===== src/rtl/dealer_pkg.sv =====
// Shared types and helpers for the blackjack card dealer: FSM states, deck
// geometry and the rank -> blackjack face value mapping.
package dealer_pkg;

  typedef enum logic [2:0] {
    S_IDLE,
    S_LOAD,
    S_SCAN,
    S_DONE,
    S_SHUFFLE
  } state_e;

  localparam int DECK_SIZE = 52;
  localparam int RANKS     = 13;

  // Ace reports 1; the game controller promotes it to 11 when that helps.
  function automatic logic [3:0] rank_to_value(logic [3:0] r);
    if (r == 4'd0) return 4'd1;
    if (r <= 4'd9) return r + 4'd1;
    return 4'd10;
  endfunction

endpackage


===== src/rtl/dealer_lfsr.sv =====
// Free-running 16-bit Fibonacci LFSR (x^16+x^14+x^13+x^11+1) supplying the
// dealer's candidate cards. A zero seed would lock up, so it is replaced.
module dealer_lfsr #(
  parameter logic [15:0] SEED = 16'hACE1
) (
  input  logic        clk,
  input  logic        rst,
  output logic [15:0] q
);

  localparam logic [15:0] INIT = (SEED == 16'h0) ? 16'hACE1 : SEED;

  logic [15:0] q_q, q_d;

  always_comb begin
    q_d = {q_q[14:0], q_q[15] ^ q_q[13] ^ q_q[12] ^ q_q[10]};
  end

  always_ff @(posedge clk or negedge rst) begin
    if (!rst) q_q <= INIT;
    else      q_q <= q_d;
  end

  assign q = q_q;

endmodule


===== src/rtl/card_dealer.sv =====
// 52-card shoe without repeats: an LFSR proposes a card, a used-card mask
// rejects dealt ones and a linear scan finds the next free slot.
module card_dealer
  import dealer_pkg::*;
#(
  parameter logic [15:0] LFSR_SEED    = 16'hACE1,
  parameter int          RESHUFFLE_AT = 12
) (
  input  logic       clk,
  input  logic       rst,
  input  logic       request,
  input  logic       shuffle,
  output logic       ready,
  output logic [3:0] value,
  output logic [5:0] card_idx,
  output logic [5:0] cards_left,
  output logic       reshuffled
);

  state_e                 state_q, state_d;
  logic [DECK_SIZE-1:0]   used_q, used_d;
  logic [5:0]             cards_left_q, cards_left_d;
  logic [5:0]             idx_q, idx_d;
  logic [5:0]             card_idx_q, card_idx_d;
  logic [3:0]             value_q, value_d;
  logic                   ready_q, ready_d;
  logic                   reshuffled_q, reshuffled_d;
  logic                   pend_q, pend_d;
  logic                   request_q;

  logic [15:0] lfsr;
  logic [5:0]  cand, found_idx, rank;
  logic        req_edge;
  logic        unused_lfsr_hi;

  dealer_lfsr #(.SEED(LFSR_SEED)) u_lfsr (
    .clk (clk),
    .rst (rst),
    .q   (lfsr)
  );

  function automatic logic [5:0] nxt_idx(logic [5:0] i);
    return (i == 6'(DECK_SIZE - 1)) ? 6'd0 : i + 6'd1;
  endfunction

  assign unused_lfsr_hi = ^lfsr[15:6];
  assign req_edge  = request & ~request_q;
  assign cand      = (lfsr[5:0] >= 6'(DECK_SIZE)) ? lfsr[5:0] - 6'(DECK_SIZE) : lfsr[5:0];
  // The dealt card is chosen on the cycle that enters DONE, so the outputs
  // are already valid while ready is high.
  assign found_idx = (state_q == S_LOAD) ? cand : idx_q;
  assign rank      = found_idx % 6'(RANKS);

  always_ff @(posedge clk or negedge rst) begin
    if (!rst) state_q <= S_IDLE;
    else      state_q <= state_d;
  end

  always_comb begin
    state_d = state_q;
    case (state_q)
      S_IDLE:    if (shuffle)                 state_d = S_SHUFFLE;
                 else if (req_edge || pend_q) state_d = S_LOAD;
      S_LOAD:    state_d = used_q[cand]  ? S_SCAN : S_DONE;
      S_SCAN:    state_d = used_q[idx_q] ? S_SCAN : S_DONE;
      // Threshold >= 1 guarantees the next scan always finds a free card.
      S_DONE:    state_d = ((cards_left_q - 6'd1) < 6'(RESHUFFLE_AT)) ? S_SHUFFLE : S_IDLE;
      S_SHUFFLE: state_d = S_IDLE;
      default:   state_d = S_IDLE;
    endcase
  end

  always_comb begin
    used_d       = used_q;
    cards_left_d = cards_left_q;
    idx_d        = idx_q;
    card_idx_d   = card_idx_q;
    value_d      = value_q;
    ready_d      = 1'b0;
    reshuffled_d = (state_d == S_SHUFFLE);
    pend_d       = pend_q | req_edge;
    if (state_q == S_IDLE && state_d == S_LOAD) pend_d = 1'b0;

    case (state_q)
      S_LOAD:    idx_d = used_q[cand] ? nxt_idx(cand) : cand;
      S_SCAN:    if (used_q[idx_q]) idx_d = nxt_idx(idx_q);
      S_DONE: begin
        used_d[idx_q] = 1'b1;
        cards_left_d  = cards_left_q - 6'd1;
      end
      S_SHUFFLE: begin
        used_d       = '0;
        cards_left_d = 6'(DECK_SIZE);
      end
      default: ;
    endcase

    if (state_d == S_DONE) begin
      ready_d    = 1'b1;
      card_idx_d = found_idx;
      value_d    = rank_to_value(rank[3:0]);
    end
  end

  always_ff @(posedge clk or negedge rst) begin
    if (!rst) begin
      used_q       <= '0;
      cards_left_q <= 6'(DECK_SIZE);
      idx_q        <= '0;
      card_idx_q   <= '0;
      value_q      <= '0;
      ready_q      <= 1'b0;
      reshuffled_q <= 1'b0;
      pend_q       <= 1'b0;
      request_q    <= 1'b0;
    end else begin
      used_q       <= used_d;
      cards_left_q <= cards_left_d;
      idx_q        <= idx_d;
      card_idx_q   <= card_idx_d;
      value_q      <= value_d;
      ready_q      <= ready_d;
      reshuffled_q <= reshuffled_d;
      pend_q       <= pend_d;
      request_q    <= request;
    end
  end

  assign ready      = ready_q;
  assign value      = value_q;
  assign card_idx   = card_idx_q;
  assign cards_left = cards_left_q;
  assign reshuffled = reshuffled_q;

endmodule


===== config.mk =====
export PLATFORM = sky130hd
export DESIGN_NAME = card_dealer
export DESIGN_NICKNAME = d
export VERILOG_FILES = /design/src/rtl/dealer_pkg.sv /design/src/rtl/dealer_lfsr.sv /design/src/rtl/card_dealer.sv
export SDC_FILE = /design/constraint.sdc
export NUM_CORES = 1
export LEC_CHECK = 0
export BUFFER_PORTS_ARGS = -buffer_cell sky130_fd_sc_hd__buf_2
export CELL_PAD_IN_SITES_DETAIL_PLACEMENT = 1
export CELL_PAD_IN_SITES_GLOBAL_PLACEMENT = 2
export CORE_UTILIZATION = 41
export DETAILED_ROUTE_END_ITERATION = 10
export HOLD_SLACK_MARGIN = 0.12
export PLACE_DENSITY_LB_ADDON = 0.1
export SYNTH_ARGS = -nofsm -noshare
export SYNTH_HDL_FRONTEND = slang
export SYNTH_SLANG_ARGS = --single-unit

===== constraint.sdc =====
create_clock -name clk -period 7.6 [get_ports clk]
set_input_delay 1.14 -clock clk [delete_from_list [all_inputs] [get_ports clk]]
set_output_delay 1.14 -clock clk [all_outputs]
set_load 0.05 [all_outputs]

Word-level counts from Yosys, hierarchy flattened
Index checks and enable logic that the tools add are counted.
{ "op_classes": {"add_sub_neg": 5, "n_mul": 0, "n_div": 1, "order_cmp": 6, "n_eq_ne": 10, "shift": 0, "mux": 32, "bitwise_logic": 7, "n_reduce_logical": 8} }
{ "ops": {"columns": ["operator", "n"], "rows": [
  ["$pmux W52 S2", 1],
  ["$or A52 B52 Y52", 1],
  ["$mux W6", 6],
  ["$pmux W6 S2", 2],
  ["$mux W4", 4],
  ["$lt A6 B7 Y1 const B", 2],
  ["$add A6 B1 Y6 const B", 2],
  ["$bmux W1 S6", 2],
  ["$eq A6 B6 Y1 const B", 2],
  ["$mux W1", 12],
  ["$pmux W3 S4", 1],
  ["$eq A3 B2 Y1 const B", 3],
  ["$mux W3", 3],
  ["$demux W1 S6", 1],
  ["$eq A3 B1 Y1 const B", 2],
  ["$eq A3 B3 Y1 const B", 2],
  ["$ge A6 B1 Y1 const B", 1],
  ["$ge A6 B6 Y1 const B", 1],
  ["$lt A6 B4 Y1 const B", 1],
  ["$mod A6 B4 Y6 const B", 1],
  ["$sub A6 B1 Y6 const B", 1],
  ["$sub A6 B6 Y6 const B", 1],
  ["$add A4 B1 Y4 const B", 1],
  ["$le A4 B4 Y1 const B", 1],
  ["11 further kinds", 15]
]} }
{ "totals": {"regBits": 97, "latchBits": 0, "mem_bits_rw": 0, "rom_bits": 0, "inputBits": 4, "output_inout_bits": 18, "word_cells": 80, "memories": 0} }

Depth between registers and ports, before layout
Gate-level depths: netlist of the first run.
{ "depth": {"ltp_word": 12, "ltp_mapped": 28, "mapped_depth_nobuf": 25} }

Modules after synthesis
A second synthesis of the first run with hierarchy kept.
{ "unflattened": {"hier_cells": 601, "hier_area_um2": 5988.2} }
{ "modules_own_cells": {"columns": ["mod", "instances", "cells_per_inst", "area_per_inst_um2", "seq_area_each_um2"], "rows": [
  ["card_dealer", 1, 567, 5439.0, 2030.7],
  ["dealer_lfsr", 1, 34, 549.3, 410.4]
]} }

Worst setup path before layout of the first run
Ideal clock, no wire load.
{ "synth_timing": {"kind": "register -> register", "start": "register u_lfsr.q_q[0], in the netlist u_lfsr.q[0]", "end": "register value_q[0], in the netlist value[0]", "setup_time_ns": 0.128, "t_arrival_ns": 5.326, "t_required_ns": 7.472, "setup_slack_ns": 2.146, "stages_incl_launch_ff": 28, "path_buffers": 3, "synth_period_minus_slack_ns": 5.454, "path_cell_list": "dfstp_2 -> buf_2 -> buf_2 -> inv_1 -> ha_1 -> and2_1 -> o221ai_2 -> clkbuf_1 -> nor2_1 -> mux4_2 -> inv_1 -> ha_1 -> inv_1 -> a311oi_1 -> o31a_1 -> or3_1 -> and2_1 -> inv_1 -> ha_1 -> nand2b_1 -> a31o_2 -> nand2_1 -> o21ai_0 -> ha_1 -> inv_1 -> o311ai_1 -> a22o_1 -> o2bb2ai_1"} }
{ "synth_between": {"elab_chain_cells": 10, "elab_cells_between_ends": 21, "classes_between": "add/sub: 2; div: 1; order compare: 2; eq/ne: 1; mux: 14; reduce/logical: 1"} }
{ "synth_lines": {"columns": ["item", "line_no", "source"], "rows": [
  ["start: declaration", "dealer_lfsr.sv:13", "logic [15:0] q_q, q_d;"],
  ["start signal: assignment", "dealer_lfsr.sv:21", "else q_q <= q_d;"],
  ["$sub A6 B6 Y6 or $ge A6 B6 Y1 (tied branches)", "card_dealer.sv:48", "assign cand = (lfsr[5:0] >= 6'(DECK_SIZE)) ? lfsr[5:0] - 6'(DECK_SIZE) : lfsr[5:0];"],
  ["$mux W6 (*)", "card_dealer.sv:48", null],
  ["$mux W6", "card_dealer.sv:51", "assign found_idx = (state_q == S_LOAD) ? cand : idx_q;"],
  ["$mod A6 B4 Y6", "card_dealer.sv:52", "assign rank = found_idx % 6'(RANKS);"],
  ["$le A4 B4 Y1", "dealer_pkg.sv:19", "if (r <= 4'd9) return r + 4'd1;"],
  ["$mux W1 (2 in series)", "dealer_pkg.sv:19", null],
  ["$mux W1", "card_dealer.sv:98", "if (state_d == S_DONE) begin"],
  ["$mux W4", "dealer_pkg.sv:20", "return 4'd10;"],
  ["$mux W4", "dealer_pkg.sv:19", null],
  ["end signal: assignment", "card_dealer.sv:121", "value_q <= value_d;"],
  ["end: declaration", "card_dealer.sv:25", "logic [3:0] value_q, value_d;"]
]} }
Every way passes the cells marked *; elsewhere a longest branch is shown, timed or not. The select of a mux whose other input is x is not followed.
A chain may end at the register's enable or synchronous reset.

Worst setup path in the final report of the first run
{ "layout_timing": {"start": "register u_lfsr.q_q[0], in the netlist u_lfsr.q[0]", "end": "register value_q[2], in the netlist value[2]"} }
Same word-level chain as after synthesis.

==> results of run 1 <==
[metrics by stage]
stage	util	setup WS [ns]
after detailed placement	0.433	1.53
after floorplan	-	2.15
after CTS	0.453	1.51
after global routing	0.453	1.08
after global placement	0.433	1.81
final	0.453	1.51
[cell type report]
cell class | count | area share
repair buffers | 28 | 0.0255
inverters | 20 | 0.0119
clock buffers | 10 | 0.0364
flip-flops and latches | 97 | 0.388
well taps | 180 | 0.0358
multi-input cells | 432 | 0.493
clock inverters | 5 | 0.00895
[worst paths after layout]
path	slack, ns	end	cells after the start	start
setup / recovery	1.51	value[2]$_DFFE_PN0P_	23	u_lfsr.q[0]$_DFF_PN1_
hold / removal	0.36	u_lfsr.q[9]$_DFF_PN0_	0	u_lfsr.q[8]$_DFF_PN0_
setup reg to reg	1.51	value[2]$_DFFE_PN0P_	23	u_lfsr.q[0]$_DFF_PN1_
hold reg to reg	0.36	u_lfsr.q[9]$_DFF_PN0_	0	u_lfsr.q[8]$_DFF_PN0_
max in group asynchronous	5.69	used_q[22]$_DFFE_PN0P_	2	rst
min in group asynchronous	0.73	idx_q[4]$_DFFE_PN0P_	1	rst
[cells by family after synthesis]
family | after synthesis | synth area share
XOR/XNOR | 8 | 0.0121
adder cells (fa/ha/maj) | 12 | 0.0256
buffers and inverters | 60 | 0.0461
multiplexers | 39 | 0.114
AO/OA/AOI/OAI | 178 | 0.216
AND/OR/NAND/NOR | 195 | 0.166
flip-flops | 97 | 0.420
[layout by cell type (no fill, tap or decap), types with 4 or more instances in the layout]
cell and instances:
a211oi_1 4, a21oi_1 46, a221oi_1 5, a22o_1 22, a22oi_1 4, a31oi_1 13, and2_1 10, and3_1 4
buf_2 20, buf_4 8, clkbuf_16 9, dfrtp_1 86, dfstp_2 11, ha_1 11, inv_1 19, mux2_2 8
mux2i_1 9, mux4_2 21, nand2_1 36, nand2b_1 6, nand3_1 13, nand4_1 4, nor2_1 74, nor2b_1 9
nor3_1 15, nor4_1 5, o211ai_1 6, o21ai_0 22, o21ai_1 5, xnor2_1 6
[state kept, by name (all words and copies together), names as in the netlist]
name,cells
value,4
ready,1
request_q,1
reshuffled,1
u_lfsr.q,16
idx_q,6
state_q,3
pend_q,1
card_idx,6
cards_left,6
used_q,52
[synthesized netlist by cell type, drive strengths merged, types with 11 or more instances]
master	n
a22o	22
nand2	37
dfstp	11
clkbuf	25
a21oi	48
and2	11
dfrtp	86
ha	11
o21ai	27
a31oi	13
nor2	74
buf	15
nor3	16
nand3	13
mux4	21
inv	20
[power by group through the flow]
stage | clock (mW) | sequential, mW | combinational, mW
global placement | 0 | 0.668 | 0.968
finish | 0.458 | 0.665 | 0.986
global route | 0.491 | 0.678 | 1.07
CTS | 0.473 | 0.667 | 0.992
floorplan | 0 | 0.808 | 0.606
detailed placement | 0 | 0.675 | 0.988
[metal layers]
metal,wire (microns),vias up,share of wire
li1,-,2191,-
met1,7650,2469,0.45
met2,8040,111,0.48
met3,653,35,0.039
met4,569,0,0.034
met5,0,-,0
==> summary.txt, run 1 <==
status -> finished, final reports clean
starting density of the core -> 0.419
Post-DRT Antenna Nets -> 0
endpoints failing setup -> 0
total CTS buffers -> 9
CP required -> 7.88 ns
CP top delay family -> compound AO/OA/AOI/OAI gates
max frequency -> 0.164 GHz
met1 usage -> 0.326
hold bufs inserted after CTS -> 0
Synth area leader -> dfrtp_1
final cell count without fillers -> 772
Worst EP arrival -> 6.37 ns
most frequent CP cell -> inv_1
worst path bufs/invs -> 5
Syn Nets -> 604
CP startpoint kind -> register
IR drop worst, VDD -> 0.137 mV
flop and latch count out of synthesis -> 97
port buffer count -> 21
Final Cycle Share -> 0.801
M2 GR Usage -> 0.404
Post-synth EDFFs -> 0
gr busiest metal -> met2
count of cell types in the netlist -> 79
max_slew headroom -> 0.254
Die Y -> 121 microns
core area -> 13900 sq um
# rows -> 43
Most used DFF post-synth -> dfrtp_1
PwrDens -> 335 nW/um^2
async set-reset flop share out of synthesis -> 1.00
flip-flop and latch area -> 2440 sq um
Internal Power -> 1.15 mW
I/O Pins -> 22
minimum clock period -> 6.09 ns
GR Util met3 -> 0.0414
gr ovfl total -> 0
setup repair bufs after CTS -> 0
largest net degree at the start of global routing -> 65
# DRC -> 0
slowest CP cell -> dfstp_2
Gate power share -> 0.467
Routed wire per std cell -> 21.9 microns
number of global-route vias before repair -> 4940
final net count -> 603
post-DP HPWL -> 11700 microns
DIE AREA -> 14700 sq um
syn_area_per_cell -> 9.87 sq um
ratio of cells with drive above 1 in the final layout -> 0.176
RSZ-0062 raised after global routing -> no
via count -> 4806
switching share of power -> 0.454
first-pass GRT wire length -> 27800 microns
worst-path cell chain -> inv_1 -> ha_1 -> and2_1 -> o221ai_2 -> nor2_1 -> mux4_2 -> inv_1 -> ha_1 -> inv_1 -> a311oi_1 -> o31a_1 -> or3_1 -> and2_1 -> inv_1 -> ha_1 -> nand2b_1 -> a31o_2 -> xnor2_1 -> ha_1 -> inv_1 -> o311ai_0 -> o2111ai_1 -> a31oi_1
clock share of power -> 0.217
DR vias/cell -> 6.23
hold_ws -> 0.357 ns
Slew Limit Fails -> 0
post-synthesis sequential area ratio -> 0.420
worst-margin pin slew -> 1.11 ns
Clk Latency, worst-skew pair -> 0.35 ns
GRT Util Overall -> 0.249
worst min path class -> register to register
clock root cell -> clkbuf_16
placed inst area -> 6000 sq um
Max FO, Critical Path -> 19
htree depth -> 3
Largest stage delay, worst path -> 0.93 ns
CP endpoint kind -> register
# diodes -> 0
sw power -> 0.957 mW
Setup CP Type -> register to register
routability cong. -> 0.852
top cell type's share of synthesized area -> 0.370
overall power -> 2.11 mW
Post-Layout Inst Area -> 6290 sq um
Post-Place Cells -> 757
Iter 0 DRT Violations -> 333
YS warnings -> 0
initial antenna violation count -> 0
clock buffer depth -> 2
Fin Clk Skew -> 0.0104 ns
WL final -> 16900 microns
TritonRoute pass-1 iters -> 5
Reg power frac -> 0.315
# fillers -> 1563
CTS resizes -> 0
cells after synthesis -> 589
area of the multi-input gates -> 3100 sq um
max cap viols -> 0
Leakage -> 2.63 nW
Area Growth Syn to Fin -> 8.22%
synthesized area -> 5810 sq um
Final Hold Viols -> 0
top cells by area, synth -> dfrtp_1 37%, mux4_2 8.1%, dfstp_2 5.0%, nor2_1 4.8%, a21oi_1 4.0%
CTS tree -> done
Reg clk slew, reported paths -> 0.07 ns
Die W -> 121 microns
clk sinks -> 97
setup tns final -> 0 ns
Note: power is estimated with default switching activity, not from simulation.
==> run 2, diff against run 1 <==
--- a/config.mk
+++ b/config.mk
@@ -8,7 +8,7 @@
 export BUFFER_PORTS_ARGS = -buffer_cell sky130_fd_sc_hd__buf_2
 export CELL_PAD_IN_SITES_DETAIL_PLACEMENT = 1
 export CELL_PAD_IN_SITES_GLOBAL_PLACEMENT = 2
-export CORE_UTILIZATION = 41
+export CORE_UTILIZATION = 37
 export DETAILED_ROUTE_END_ITERATION = 10
 export HOLD_SLACK_MARGIN = 0.12
 export PLACE_DENSITY_LB_ADDON = 0.1
==> constraint.sdc (replaced) <==
create_clock -name clk -period 4.9 [get_ports clk]
set_input_delay 0.735 -clock clk [delete_from_list [all_inputs] [get_ports clk]]
set_output_delay 0.735 -clock clk [all_outputs]
set_load 0.05 [all_outputs]
==> summary.txt, run 2 (synthesis results as in run 1) <==
gr ovfl total -> 0 (unchanged)
htree depth -> 3 (unchanged)
fin util -> 0.435 (-0.0178)
TritonRoute pass-1 iters -> 5 (unchanged)
CP endpoint kind -> register
clock root cell -> clkbuf_16
R2R setup slack -> 0.25 ns (-1.26 ns)
Max FO, Critical Path -> 6 (-13)
max reg flops -> 52 (unchanged)
Fin Clk Skew -> 0.00953 ns (-0.000877 ns)
first-pass GRT wire length -> 28600 microns (+3.1%)
max_slew headroom -> 0.181 (-0.0735)
worst min path class -> register to register
Worst EP arrival -> 4.84 ns (-1.53 ns)
Post-Layout Inst Area -> 6640 sq um (+5.6%)
IR drop worst, VDD -> 0.201 mV (+46%)
worst path bufs/invs -> 4 (-1)
Die W -> 127 microns (+5.2%)
CTS tree -> done
max cap viols -> 0 (unchanged)
post-DP HPWL -> 12300 microns (+5.5%)
core area -> 15300 sq um (+9.9%)
Reg with most FFs -> used_q
Reg clk slew, reported paths -> 0.07 ns (about the same)
Die Y -> 127 microns (+5.2%)
clock buffer depth -> 2 (unchanged)
Area Growth Syn to Fin -> 14.3%
endpoints failing setup -> 0 (unchanged)
Clk Latency, worst-skew pair -> 0.36 ns (about the same)
flip-flop and latch area -> 2440 sq um (about the same)
CP top delay family -> compound AO/OA/AOI/OAI gates
Final Cycle Share -> 0.948 (+0.147)
status -> finished, final reports clean
worst-path cell chain -> inv_1 -> ha_2 -> a21bo_2 -> nand3_2 -> o21a_1 -> nor2_1 -> mux4_2 -> inv_1 -> ha_2 -> inv_2 -> a311oi_4 -> o31a_1 -> or3_4 -> and2_4 -> inv_1 -> ha_2 -> and2_1 -> o21ai_0 -> a211o_1 -> a2bb2oi_2 -> o31ai_1 -> a41o_1 -> a31oi_1
Routed wire per std cell -> 21.6 microns (-1.5%)
largest net degree at the start of global routing -> 60 (-7.7%)
Leakage -> 2.79 nW (+5.8%)
minimum clock period -> 4.65 ns (-1.44 ns)
# diodes -> 0 (unchanged)
number of global-route vias before repair -> 4997 (+1.2%)
setup tns final -> 0 ns (unchanged)
slowest CP cell -> dfstp_2
Final Hold Viols -> 0 (unchanged)
placed inst area -> 6190 sq um (+3.0%)
Iter 0 DRT Violations -> 370 (+11%)
initial antenna violation count -> 0 (unchanged)
starting density of the core -> 0.381 (-0.0378)
I/O Pins -> 22 (unchanged)
reg2reg end -> value[1]$_DFFE_PN0P_
WL final -> 17800 microns (+5.3%)
area of the multi-input gates -> 3220 sq um (+3.7%)
via count -> 4817 (+0.23%)
# rows -> 45 (+4.7%)
reg2reg path depth -> 23 (unchanged)
Hold Crit Start -> u_lfsr.q[14]$_DFF_PN0_
Critical R2R Launch -> u_lfsr.q[0]$_DFF_PN1_
Slew Limit Fails -> 0 (unchanged)
most frequent cells in the layout -> 85 x dfrtp_1, 74 x nor2_1, 46 x a21oi_1
hold_ws -> 0.356 ns (-0.000401 ns)
# DRC -> 0 (unchanged)
Worst Hold Endpoint -> u_lfsr.q[15]$_DFF_PN1_
ratio of cells with drive above 1 in the final layout -> 0.236 (+0.0601)
Post-DRT Antenna Nets -> 0 (unchanged)
# fillers -> 1692 (+8.3%)
CP required -> 5.09 ns (-2.79 ns)
PwrDens -> 516 nW/um^2 (+54%)
Setup CP Type -> register to register
GRT Util Overall -> 0.234 (-0.0148)
max frequency -> 0.215 GHz (+31%)
worst-margin pin slew -> 1.23 ns (+0.119 ns)
DIE AREA -> 16200 sq um (+11%)
WHS Path Cells -> 0 (unchanged)
commonest non-fill, non-tap cell in the layout -> dfrtp_1
total CTS buffers -> 9 (unchanged)
Largest stage delay, worst path -> 0.53 ns (-0.40 ns)
CP startpoint kind -> register
routability cong. -> 0.861 (+1.1%)
final net count -> 625 (+3.6%)
port buffer count -> 21 (unchanged)
clk sinks -> 97 (unchanged)
DR vias/cell -> 5.83 (-6.3%)
## run 2: repair_timing
action | 4_1_cts | 5_1_grt
resized for setup | 1 | 16
hold buffers | 0 | 0
pin swaps | 0 | 5
setup buffers | 0 | 8
setup endpoints to repair | 3 | 3
## run 2: stage by stage
stage / std cells / worst slack (ns) / power [mW]
after floorplan: 589 / 0.000145 / 2.21
after CTS: 818 / 0.00301 / 3.42
after global routing: 826 / -0.0463 / 3.65
final: 826 / 0.254 / 3.43
after detailed placement: 802 / 0.0217 / 2.63
after global placement: 802 / 0.213 / 2.61
## run 2: worst max path at each step
stage / depth (start not counted) / start / end
after floorplan: 27 / u_lfsr.q[0]$_DFF_PN1_ / value[0]$_DFFE_PN0P_
after global placement: 24 / u_lfsr.q[2]$_DFF_PN0_ / value[0]$_DFFE_PN0P_
after detailed placement: 24 / u_lfsr.q[2]$_DFF_PN0_ / value[2]$_DFFE_PN0P_
after CTS: 24 / u_lfsr.q[2]$_DFF_PN0_ / value[2]$_DFFE_PN0P_
after global routing: 24 / u_lfsr.q[3]$_DFF_PN0_ / value[1]$_DFFE_PN0P_
final: 23 / u_lfsr.q[0]$_DFF_PN1_ / value[1]$_DFFE_PN0P_
## run 2: where the power goes
part	internal, mW	total [mW]	switching [mW]
sequential	0.929	1.06	0.134
combinational	0.526	1.60	1.07
clock	0.411	0.769	0.357
total	1.87	3.43	1.56
## run 2: final cells by class
cell class,count,area share
tap,211,0.0397
sequential,97,0.368
inverter,20,0.0113
timing repair buffer,50,0.0490
multi-input combinational,432,0.484
clock inverter,7,0.0141
clock buffer,9,0.0339
## run 2: metal layers
| metal | GRT usage | vias up | routed length [microns] |
|---|---|---|---|
| met5 | 0 | - | 0 |
| met4 | 0.0777 | 0 | 384 |
| li1 | - | 2230 | - |
| met1 | 0.299 | 2473 | 7980 |
| met3 | 0.0444 | 24 | 640 |
| met2 | 0.400 | 90 | 8800 |
==> run 3, diff against run 2 <==
--- a/config.mk
+++ b/config.mk
@@ -8,10 +8,11 @@
 export BUFFER_PORTS_ARGS = -buffer_cell sky130_fd_sc_hd__buf_2
 export CELL_PAD_IN_SITES_DETAIL_PLACEMENT = 1
 export CELL_PAD_IN_SITES_GLOBAL_PLACEMENT = 2
+export CORE_ASPECT_RATIO = 1.1
 export CORE_UTILIZATION = 37
 export DETAILED_ROUTE_END_ITERATION = 10
 export HOLD_SLACK_MARGIN = 0.12
-export PLACE_DENSITY_LB_ADDON = 0.1
+export PLACE_DENSITY = 0.78
 export SYNTH_ARGS = -nofsm -noshare
 export SYNTH_HDL_FRONTEND = slang
 export SYNTH_SLANG_ARGS = --single-unit
==> summary.txt, run 3 (synthesis results as in run 1) <==
Reg with most FFs -> used_q
Slew Limit Fails -> 0 (unchanged)
TritonRoute pass-1 iters -> 5 (unchanged)
Worst EP arrival -> 4.85 ns (about the same)
DIE AREA -> 16200 sq um (unchanged)
critical path startpoint -> u_lfsr.q[0]$_DFF_PN1_
Hold Crit Start -> u_lfsr.q[14]$_DFF_PN0_
gr ovfl total -> 0 (unchanged)
clk sinks -> 97 (unchanged)
Final Hold Viols -> 0 (unchanged)
worst min path class -> register to register
initial antenna violation count -> 0 (unchanged)
clock root cell -> clkbuf_16
max cap viols -> 0 (unchanged)
Largest stage delay, worst path -> 0.54 ns (about the same)
DP Worst Slack -> 0.00762 ns (-0.0141 ns)
core area -> 15200 sq um (-0.57%)
Die Y -> 133 microns (+4.8%)
# DRC -> 0 (unchanged)
Critical R2R Launch -> u_lfsr.q[0]$_DFF_PN1_
post-DP HPWL -> 12100 microns (-2.1%)
first-pass GRT wire length -> 27800 microns (-3.1%)
Reg clk slew, reported paths -> 0.07 ns (about the same)
max frequency -> 0.217 GHz (+0.65%)
Post-DRT Antenna Nets -> 0 (unchanged)
Final Cycle Share -> 0.942 (-0.00612)
endpoints failing setup -> 0 (unchanged)
clock buffer depth -> 2 (unchanged)
Routed wire per std cell -> 21.4 microns (-0.81%)
# rows -> 47 (+4.4%)
htree depth -> 3 (unchanged)
max_slew headroom -> 0.203 (+0.0223)
port buffer count -> 21 (unchanged)
setup ws final -> 0.284 ns (+0.0300 ns)
via count -> 4857 (+0.83%)
DR vias/cell -> 6.03 (+3.5%)
slowest CP cell -> dfstp_2
worst-path cell chain -> inv_1 -> ha_2 -> a21boi_4 -> o221ai_4 -> buf_6 -> mux4_2 -> inv_2 -> ha_4 -> inv_2 -> a311oi_2 -> o31a_1 -> or3_4 -> and2_4 -> inv_1 -> ha_2 -> and2_1 -> o21ai_0 -> a211o_1 -> a2bb2oi_2 -> o31ai_1 -> a41o_1 -> a31oi_1
Die W -> 121 microns (-4.6%)
R2R setup slack -> 0.28 ns (+0.03 ns)
status -> finished, final reports clean
Clk Latency, worst-skew pair -> 0.36 ns (about the same)
most frequent cells in the layout -> 85 x dfrtp_1, 74 x nor2_1, 46 x a21oi_1
CP startpoint kind -> register
Max FO, Critical Path -> 13 (+7)
minimum clock period -> 4.62 ns (-0.0300 ns)
routability cong. -> 0.875 (+1.6%)
Iter 0 DRT Violations -> 373 (+0.81%)
number of global-route vias before repair -> 4931 (-1.3%)
Leakage -> 2.76 nW (-0.98%)
CP required -> 5.14 ns (+0.05 ns)
I/O Pins -> 22 (unchanged)
ratio of cells with drive above 1 in the final layout -> 0.223 (-0.0125)
GRT Util Overall -> 0.225 (-0.00957)
worst-margin pin slew -> 1.19 ns (-0.0426 ns)
max reg flops -> 52 (unchanged)
CTS tree -> done
# diodes -> 0 (unchanged)
hold bufs inserted after CTS -> 0 (unchanged)
largest net degree at the start of global routing -> 61 (+1.7%)
IR drop worst, VDD -> 0.257 mV (+28%)
PwrDens -> 516 nW/um^2 (about the same)
RSZ-0062 raised after global routing -> no
setup tns final -> 0 ns (unchanged)
Area Growth Syn to Fin -> 12.9%
Setup CP Type -> register to register
total CTS buffers -> 9 (unchanged)
final net count -> 619 (-0.96%)
Fin Clk Skew -> 0.00775 ns (-0.00178 ns)
WL final -> 17200 microns (-3.3%)
commonest non-fill, non-tap cell in the layout -> dfrtp_1
CP endpoint kind -> register
starting density of the core -> 0.383 (+0.00217)
## run 3: changes by cell type in the layout (fill, tap and decap cells not counted), moves of 2 or more
cell      change
clkbuf_8      +2
ha_2          -2
inv_6         -2
buf_4         -7
## run 3: layer usage
layer,global-route usage,routed length [microns],up-vias
li1,-,-,2228
met1,0.300,7670,2496
met2,0.368,8510,103
met3,0.0313,651,30
met4,0.0864,384,0
met5,0,0,-
## run 3: worst max-delay path, delay by kind of cell (launching register included)
| kind | cells | cell delay, ns |
|---|---|---|
| buf+inv | 5 | 0.46 |
| mux | 1 | 0.46 |
| simple gates | 3 | 0.47 |
| flops | 1 | 0.54 |
| fa+ha+maj | 3 | 0.71 |
| compound gates | 10 | 1.87 |
## run 3: final timing paths
check / endpoint / cells after the start
hold reg to reg: u_lfsr.q[15]$_DFF_PN1_ / 0
hold / removal: u_lfsr.q[15]$_DFF_PN1_ / 0
min in group asynchronous: request_q$_DFF_PN0_ / 1
setup reg to reg: value[1]$_DFFE_PN0P_ / 22
setup / recovery: value[1]$_DFFE_PN0P_ / 22
max in group asynchronous: used_q[8]$_DFFE_PN0P_ / 2
## run 3: final cells by class
class | instances | area (sq um)
Tap cell | 196 | 245
Clock buffer | 11 | 253
Multi-Input combinational cell | 432 | 3200
Inverter | 20 | 75.1
Fill cell | 1730 | 8610
Clock inverter | 5 | 62.6
Sequential cell | 97 | 2440
Timing Repair Buffer | 44 | 284
## run 3: repair_timing
action | CTS | global route
setup buffers | 0 | 2
resized for setup | 1 | 14
endpoints found under the setup margin | 1 | 3
cloned | 0 | 0
pin swaps | 0 | 6
## run 3: power breakdown
| group | leakage (nW) | internal (mW) | switching (mW) |
|---|---|---|---|
| clock | 0.154 | 0.427 | 0.329 |
| combinational | 1.33 | 0.510 | 1.09 |
| sequential | 1.27 | 0.930 | 0.101 |
| total | 2.76 | 1.87 | 1.52 |
## run 3: stage by stage
| step | utilization | power, mW | instances | hold WS [ns] | instance area, sq um |
|---|---|---|---|---|---|
| 3_5_place_dp | 0.407 | 2.61 | 787 | 0.339 | 6170 |
| 6_report | 0.432 | 3.39 | 805 | 0.354 | 6560 |
| 5_1_grt | 0.432 | 3.60 | 805 | 0.360 | 6560 |
| 4_1_cts | 0.428 | 3.38 | 803 | 0.356 | 6490 |
| 2_1_floorplan | - | 2.21 | 589 | 0.331 | 5880 |
| 3_3_place_gp | 0.407 | 2.57 | 787 | 0.342 | 6170 |
